<file path="config.mk">
export PLATFORM = sky130hd
export DESIGN_NAME = sm4_key_schedule
export DESIGN_NICKNAME = d
export VERILOG_FILES = /design/src/rtl/sbox_memory.sv /design/src/rtl/sm4_key_schedule.sv
export SDC_FILE = /design/constraint.sdc
export NUM_CORES = 2
export LEC_CHECK = 0
export ABC_AREA = 1
export CAP_MARGIN = 20
export CELL_PAD_IN_SITES_DETAIL_PLACEMENT = 1
export CELL_PAD_IN_SITES_GLOBAL_PLACEMENT = 1
export CORE_AREA = 3 3 358 360
export CTS_CLUSTER_SIZE = 40
export DETAILED_ROUTE_END_ITERATION = 12
export DIE_AREA = 0 0 361 363
export DONT_BUFFER_PORTS = 1
export PLACE_DENSITY = 0.8
export SYNTH_ARGS = -nofsm -noshare
export SYNTH_HDL_FRONTEND = slang
export SYNTH_SLANG_ARGS = --single-unit
</file>
<file path="constraint.sdc">
create_clock -name clk_i -period 10.9 [get_ports clk_i]
set_clock_uncertainty 0.15 [all_clocks]
set_input_delay 1.635 -clock clk_i [delete_from_list [all_inputs] [get_ports clk_i]]
set_output_delay 1.635 -clock clk_i [all_outputs]
set_load 0.02 [all_outputs]
</file>
<file path="src/rtl/sbox_memory.sv">
// SM4 byte substitution box: combinational 256-entry lookup.
module sbox_memory (
    input  logic [7:0] data_i,
    output logic [7:0] data_o
);

    localparam logic [2047:0] SboxC = {
        128'hd690e9fe_cce13db7_16b614c2_28fb2c05,
        128'h2b679a76_2abe04c3_aa441326_49860699,
        128'h9c4250f4_91ef987a_33540b43_edcfac62,
        128'he4b31ca9_c908e895_80df94fa_758f3fa6,
        128'h4707a7fc_f37317ba_83593c19_e6854fa8,
        128'h686b81b2_7164da8b_f8eb0f4b_70569d35,
        128'h1e240e5e_6358d1a2_25227c3b_01217887,
        128'hd4004657_9fd32752_4c3602e7_a0c4c89e,
        128'heabf8ad2_40c738b5_a3f7f2ce_f96115a1,
        128'he0ae5da4_9b341a55_ad933230_f58cb1e3,
        128'h1df6e22e_8266ca60_c02923ab_0d534e6f,
        128'hd5db3745_defd8e2f_03ff6a72_6d6c5b51,
        128'h8d1baf92_bbddbc7f_11d95c41_1f105ad8,
        128'h0ac13188_a5cd7bbd_2d74d012_b8e5b4b0,
        128'h8969974a_0c96777e_65b9f109_c56ec684,
        128'h18f07dec_3adc4d20_79ee5f3e_d7cb3948
    };

    logic [10:0] w_off;

    // Entry k sits at bit offset (255-k)*8, and 255-k is simply ~k for a byte.
    assign w_off  = {~data_i, 3'b000};
    assign data_o = SboxC[w_off +: 8];

endmodule

</file>
<file path="src/rtl/sm4_key_schedule.sv">
// SM4 key expansion: builds rk0..rk31 one per cycle, then streams them enc- or dec-ordered.
// Optional macro SM4_KS_ZEROIZE_EN adds zeroize_i to wipe stored keys and the K window.
module sm4_key_schedule #(
    parameter int unsigned rounds_p = 32
) (
    input  logic         clk_i,
    input  logic         reset_i,
    input  logic         key_v_i,
    input  logic [127:0] key_i,
    output logic         key_ready_o,
    output logic         keys_valid_o,
    input  logic         stream_start_i,
    input  logic         stream_dec_i,
    output logic         rk_v_o,
    output logic [31:0]  rk_o,
    output logic [4:0]   rk_idx_o,
    input  logic         rk_yumi_i
`ifdef SM4_KS_ZEROIZE_EN
    ,
    input  logic         zeroize_i
`endif
);

    if (rounds_p != 32) begin : g_bad_rounds
        $error("sm4_key_schedule: rounds_p must be 32");
    end

    localparam logic [127:0] FkC = 128'hA3B1BAC6_56AA3350_677D9197_B27022DC;

    typedef enum logic [1:0] {StIdle, StExpand, StReady, StStream} state_e;

    state_e      r_state, w_state_next;
    logic [31:0] r_win [4];
    logic [31:0] r_rk  [32];
    logic [4:0]  r_cnt, r_ptr, r_idx;
    logic        r_dec;
    logic        w_zero, w_load, w_start, w_take;
    logic [31:0] w_ck, w_tau_in, w_tau_out, w_lin, w_new;

`ifdef SM4_KS_ZEROIZE_EN
    assign w_zero = zeroize_i;
`else
    assign w_zero = 1'b0;
`endif

    // CK bytes are (4i+j)*7 with a natural 8-bit wrap.
    for (genvar g = 0; g < 4; g++) begin : g_tau
        assign w_ck[31-8*g -: 8] = {1'b0, r_cnt, 2'(g)} * 8'd7;
        sbox_memory u_sbox (
            .data_i(w_tau_in[31-8*g -: 8]),
            .data_o(w_tau_out[31-8*g -: 8])
        );
    end

    assign w_tau_in = r_win[1] ^ r_win[2] ^ r_win[3] ^ w_ck;
    assign w_lin    = w_tau_out ^ {w_tau_out[18:0], w_tau_out[31:19]}
                                ^ {w_tau_out[8:0], w_tau_out[31:9]};
    assign w_new    = r_win[0] ^ w_lin;

    always_comb begin
        w_state_next = r_state;
        key_ready_o  = 1'b0;
        keys_valid_o = 1'b0;
        rk_v_o       = 1'b0;
        w_load       = 1'b0;
        w_start      = 1'b0;
        w_take       = 1'b0;
        case (r_state)
            StIdle: begin
                key_ready_o = 1'b1;
                if (key_v_i) begin
                    w_load       = 1'b1;
                    w_state_next = StExpand;
                end
            end
            StExpand: begin
                if (r_cnt == 5'd31) w_state_next = StReady;
            end
            StReady: begin
                key_ready_o  = 1'b1;
                keys_valid_o = 1'b1;
                // A new key beats a simultaneous stream request.
                if (key_v_i) begin
                    w_load       = 1'b1;
                    w_state_next = StExpand;
                end else if (stream_start_i) begin
                    w_start      = 1'b1;
                    w_state_next = StStream;
                end
            end
            StStream: begin
                rk_v_o       = 1'b1;
                keys_valid_o = 1'b1;
                if (rk_yumi_i) begin
                    w_take = 1'b1;
                    if (r_idx == 5'd31) w_state_next = StReady;
                end
            end
            default: w_state_next = StIdle;
        endcase
        if (w_zero) begin
            w_state_next = StIdle;
            w_load       = 1'b0;
            w_start      = 1'b0;
            w_take       = 1'b0;
        end
    end

    assign rk_o     = rk_v_o ? r_rk[r_ptr] : 32'h0;
    assign rk_idx_o = r_idx;

    always_ff @(posedge clk_i) begin
        if (reset_i) begin
            r_state <= StIdle;
            r_cnt   <= 5'd0;
            r_ptr   <= 5'd0;
            r_idx   <= 5'd0;
            r_dec   <= 1'b0;
        end else begin
            r_state <= w_state_next;
            if (w_load) begin
                r_cnt <= 5'd0;
            end else if (r_state == StExpand) begin
                r_cnt <= r_cnt + 5'd1;
            end
            if (w_start) begin
                r_dec <= stream_dec_i;
                r_ptr <= stream_dec_i ? 5'd31 : 5'd0;
                r_idx <= 5'd0;
            end else if (w_take) begin
                r_ptr <= r_dec ? r_ptr - 5'd1 : r_ptr + 5'd1;
                r_idx <= r_idx + 5'd1;
            end
        end
    end

    // Key material is deliberately left out of reset; keys_valid_o guards it.
    always_ff @(posedge clk_i) begin
        if (w_zero) begin
            for (int i = 0; i < 4; i++) r_win[i] <= 32'h0;
            for (int i = 0; i < 32; i++) r_rk[i] <= 32'h0;
        end else if (!reset_i) begin
            if (w_load) begin
                for (int i = 0; i < 4; i++) begin
                    r_win[i] <= key_i[127-32*i -: 32] ^ FkC[127-32*i -: 32];
                end
            end else if (r_state == StExpand) begin
                r_rk[r_cnt] <= w_new;
                r_win[0]    <= r_win[1];
                r_win[1]    <= r_win[2];
                r_win[2]    <= r_win[3];
                r_win[3]    <= w_new;
            end
        end
    end

endmodule
</file>
==> flow_summary_export.csv <==
group,metric,value,unit
status,status,"complete, no violations",
clock_tree,post_cts_resized,0,
floorplan,core,0.1254,mm²
placed_design,place_inst,8281,
sta,tightestPinTransition,1.242,ns
sta,worst_slack,3.796,ns
clock_tree,cts.sinks,1175,
worst_hold_path,hold_start,"r_state[0]$_SDFFE_PP0P_",
power_and_ir_drop,ir_drop,253.0,µV
synthesis,ys_types,48,
grt,grt_pass1_vias,56295,
clock_tree,ctsHoldBuffers,0,
grt,grt_start_max_net_pins,223,
grt,grt_pass1_wl,379600,µm
cells_and_area,final_cells,8526,
sta,finalCriticalPeriod,7.104,ns
worst_hold_path,min_path_type,"register to register",
clock_tree,numCtsBuffers,117,
placed_design,place_congestion,1.025,
cells_and_area,layout-drive-gt1-share,6.768,%
clock_tree,cts.clk_slew.worst_paths,0.06,ns
synthesis,postSynthCellCount,6972,
clock_tree,cts_tree,"yes",
grt,grt_use_total,39.04,%
floorplan,initial_core_util,49.81,%
critical_path,cp_top_family,"compound AO/OA/AOI/OAI gates",
power_and_ir_drop,leakagePower,0.02618,µW
cells_and_area,layout.nets,6970,
synthesis,synth-async-reset-ratio,0,%
detailed_routing,drt_first_pass_iters,8,
grt,grt_antenna_before_repair,7,
clock_tree,clockBufferDepth,3,
run,maxCapViolations,0,
sta,setup_viol,0,
placed_design,io_buffers,0,
critical_path,cp_max_fo,222,
critical_path,start_kind,"register",
critical_path,critPathMaxStageDelay,0.86,ns
grt,grt_remaining_overflow,0,
critical_path,timing.rr.start,"r_cnt[0]$_SDFFE_PP0P_",
cells_and_area,final_common_cell,"nand2_1",
detailed_routing,drt_iter0_drc,8212,
critical_path,endpoint_kind,"primary output",
sta,fin_crit_sh,65.18,%
floorplan,die-area,0.1310,mm²
synthesis,synthFlopType,"edfxtp_1",
floorplan,die-height,363,µm
clock_tree,cts.htree.levels,3,
critical_path,required,9.12,ns
floorplan,die_width,361,µm
sta,fmax,0.1408,GHz
critical_path,path_cells,"buf_12 > buf_4 > o21ai_0 > o22ai_1 > nor2_1 > o311ai_0 > nand2_1 > a21oi_1",
detailed_routing,route.detailed.wl_per_inst,30.73,µm
sta,final_max_slew_viol_count,0,
detailed_routing,vias_per_cell,6.588,
critical_path,slowest_stage,"a21oi_1",
floorplan,io_pins,174,
sta,slew_headroom,16.79,%
clock_tree,clkLatencyLatePin,0.75,ns
critical_path,criticalPathCategory,"register to primary output",
synthesis,synth_fp_nets,7170,
detailed_routing,ant_nets,0,
clock_tree,cts-root-buf,"clkbuf_16",
sta,hold_viol,0,
critical_path,cp_num_buf_inv,2,
cells_and_area,area_growth,9.040,%
critical_path,arrival,5.32,ns
placed_design,place_ws,4.437,ns
cells_and_area,final_cell_mix,"1801 x nand2_1, 1152 x edfxtp_1, 1100 x nand3_1, 708 x nor2_1, 653 x o21ai_0",
synthesis,synth_area,0.06247,mm²
detailed_routing,drt_wl_total,262000,µm
detailed_routing,drc,0,
synthesis,synth-seq-area-share,56.12,%
synthesis,syn_avg_cell_area,8.960,µm²
floorplan,placementRows,130,
synthesis,synth_edf_count,1152,
synthesis,yosysWarningCount,0,
sta,rsz0062_at_grt,"false",
synthesis,ys_seq_elements,1175,
sta,fin_tns_setup,0,ns
detailed_routing,vias,56169,
clock_tree,post_cts_buffers,0,
placed_design,dp_hpwl,163400,µm
power_and_ir_drop,p_per_area,314.7,mW/mm²
[final timing paths]
check	to	slack (ns)	cells past startpoint
setup / recovery	rk_o[14]	3.80	8
hold / removal	r_state[0]$_SDFFE_PP0P_	0.41	1
setup reg to reg	r_rk[21][18]$_DFFE_PP_	4.52	23
hold reg to reg	r_state[0]$_SDFFE_PP0P_	0.41	1
[per-layer routing]
| layer | GRT usage, % | share of wire [%] | vias up |
|---|---|---|---|
| met5 | 0 | 0.0027 | - |
| met4 | 22.13 | 6.4 | 2 |
| met3 | 6.887 | 10 | 773 |
| met2 | 61.39 | 45 | 3591 |
| met1 | 51.39 | 38 | 27787 |
| li1 | - | - | 24016 |
[metrics by stage]
| stage | utilization (%) | hold slack [ns] | instance area, µm² | power [µW] |
|---|---|---|---|---|
| after floorplan | - | 0.3263 | 62470 | 12910 |
| after detailed placement | 50.82 | 0.4058 | 63740 | 16270 |
| final | 54.31 | 0.4142 | 68110 | 21430 |
| after global routing | 54.31 | 0.4558 | 68110 | 22300 |
| after global placement | 50.79 | 0.3465 | 63690 | 15960 |
| after CTS | 53.85 | 0.4146 | 67540 | 20280 |
[cells by family after synthesis]
logic type / synth area share [%]
compound gates: 10.52
flops: 56.12
xor+xnor: 0.8613
buf+inv: 5.160
simple gates: 25.97
fa+ha+maj: 1.378
[cell type report]
class                           instances  area (µm²)
Timing Repair Buffer                  129        1436
Clock buffer                          148        3107
Sequential cell                      1175       35070
Antenna cell                            5       12.51
Inverter                              312        1192
Clock inverter                         70       694.4
Tap cell                             1650        2064
Fill cell                           14283       57300
Multi-Input combinational cell       5037       24540
[synth_stat cells, drive strengths merged (47+ instances only)]
cell / number / area share, %
o221ai: 199 / 2.8
ha: 56 / 1.1
nand3: 1111 / 9.0
nand2: 1852 / 11
o22ai: 58 / 0.58
nor2: 760 / 4.7
a31oi: 47 / 0.47
o21ai: 667 / 5.3
clkbuf: 275 / 1.7
edfxtp: 1152 / 55
buf: 173 / 1.6
inv: 311 / 1.9
a21oi: 75 / 0.62
[where the power goes]
part / total (µW) / internal (µW) / switching (µW)
sequential: 7430 / 7340 / 86.1
clock: 4060 / 2260 / 1810
combinational: 9940 / 2550 / 7390
total: 21400 / 12200 / 9280
[registers in the layout, summed over array words and instances, names as in the netlist, named ones only]
register and count:
r_cnt 5, r_dec 1, r_ptr 5, r_rk 1024, r_state 2, r_win 128
rk_idx_o 5
(Power assumes the default switching activity.)
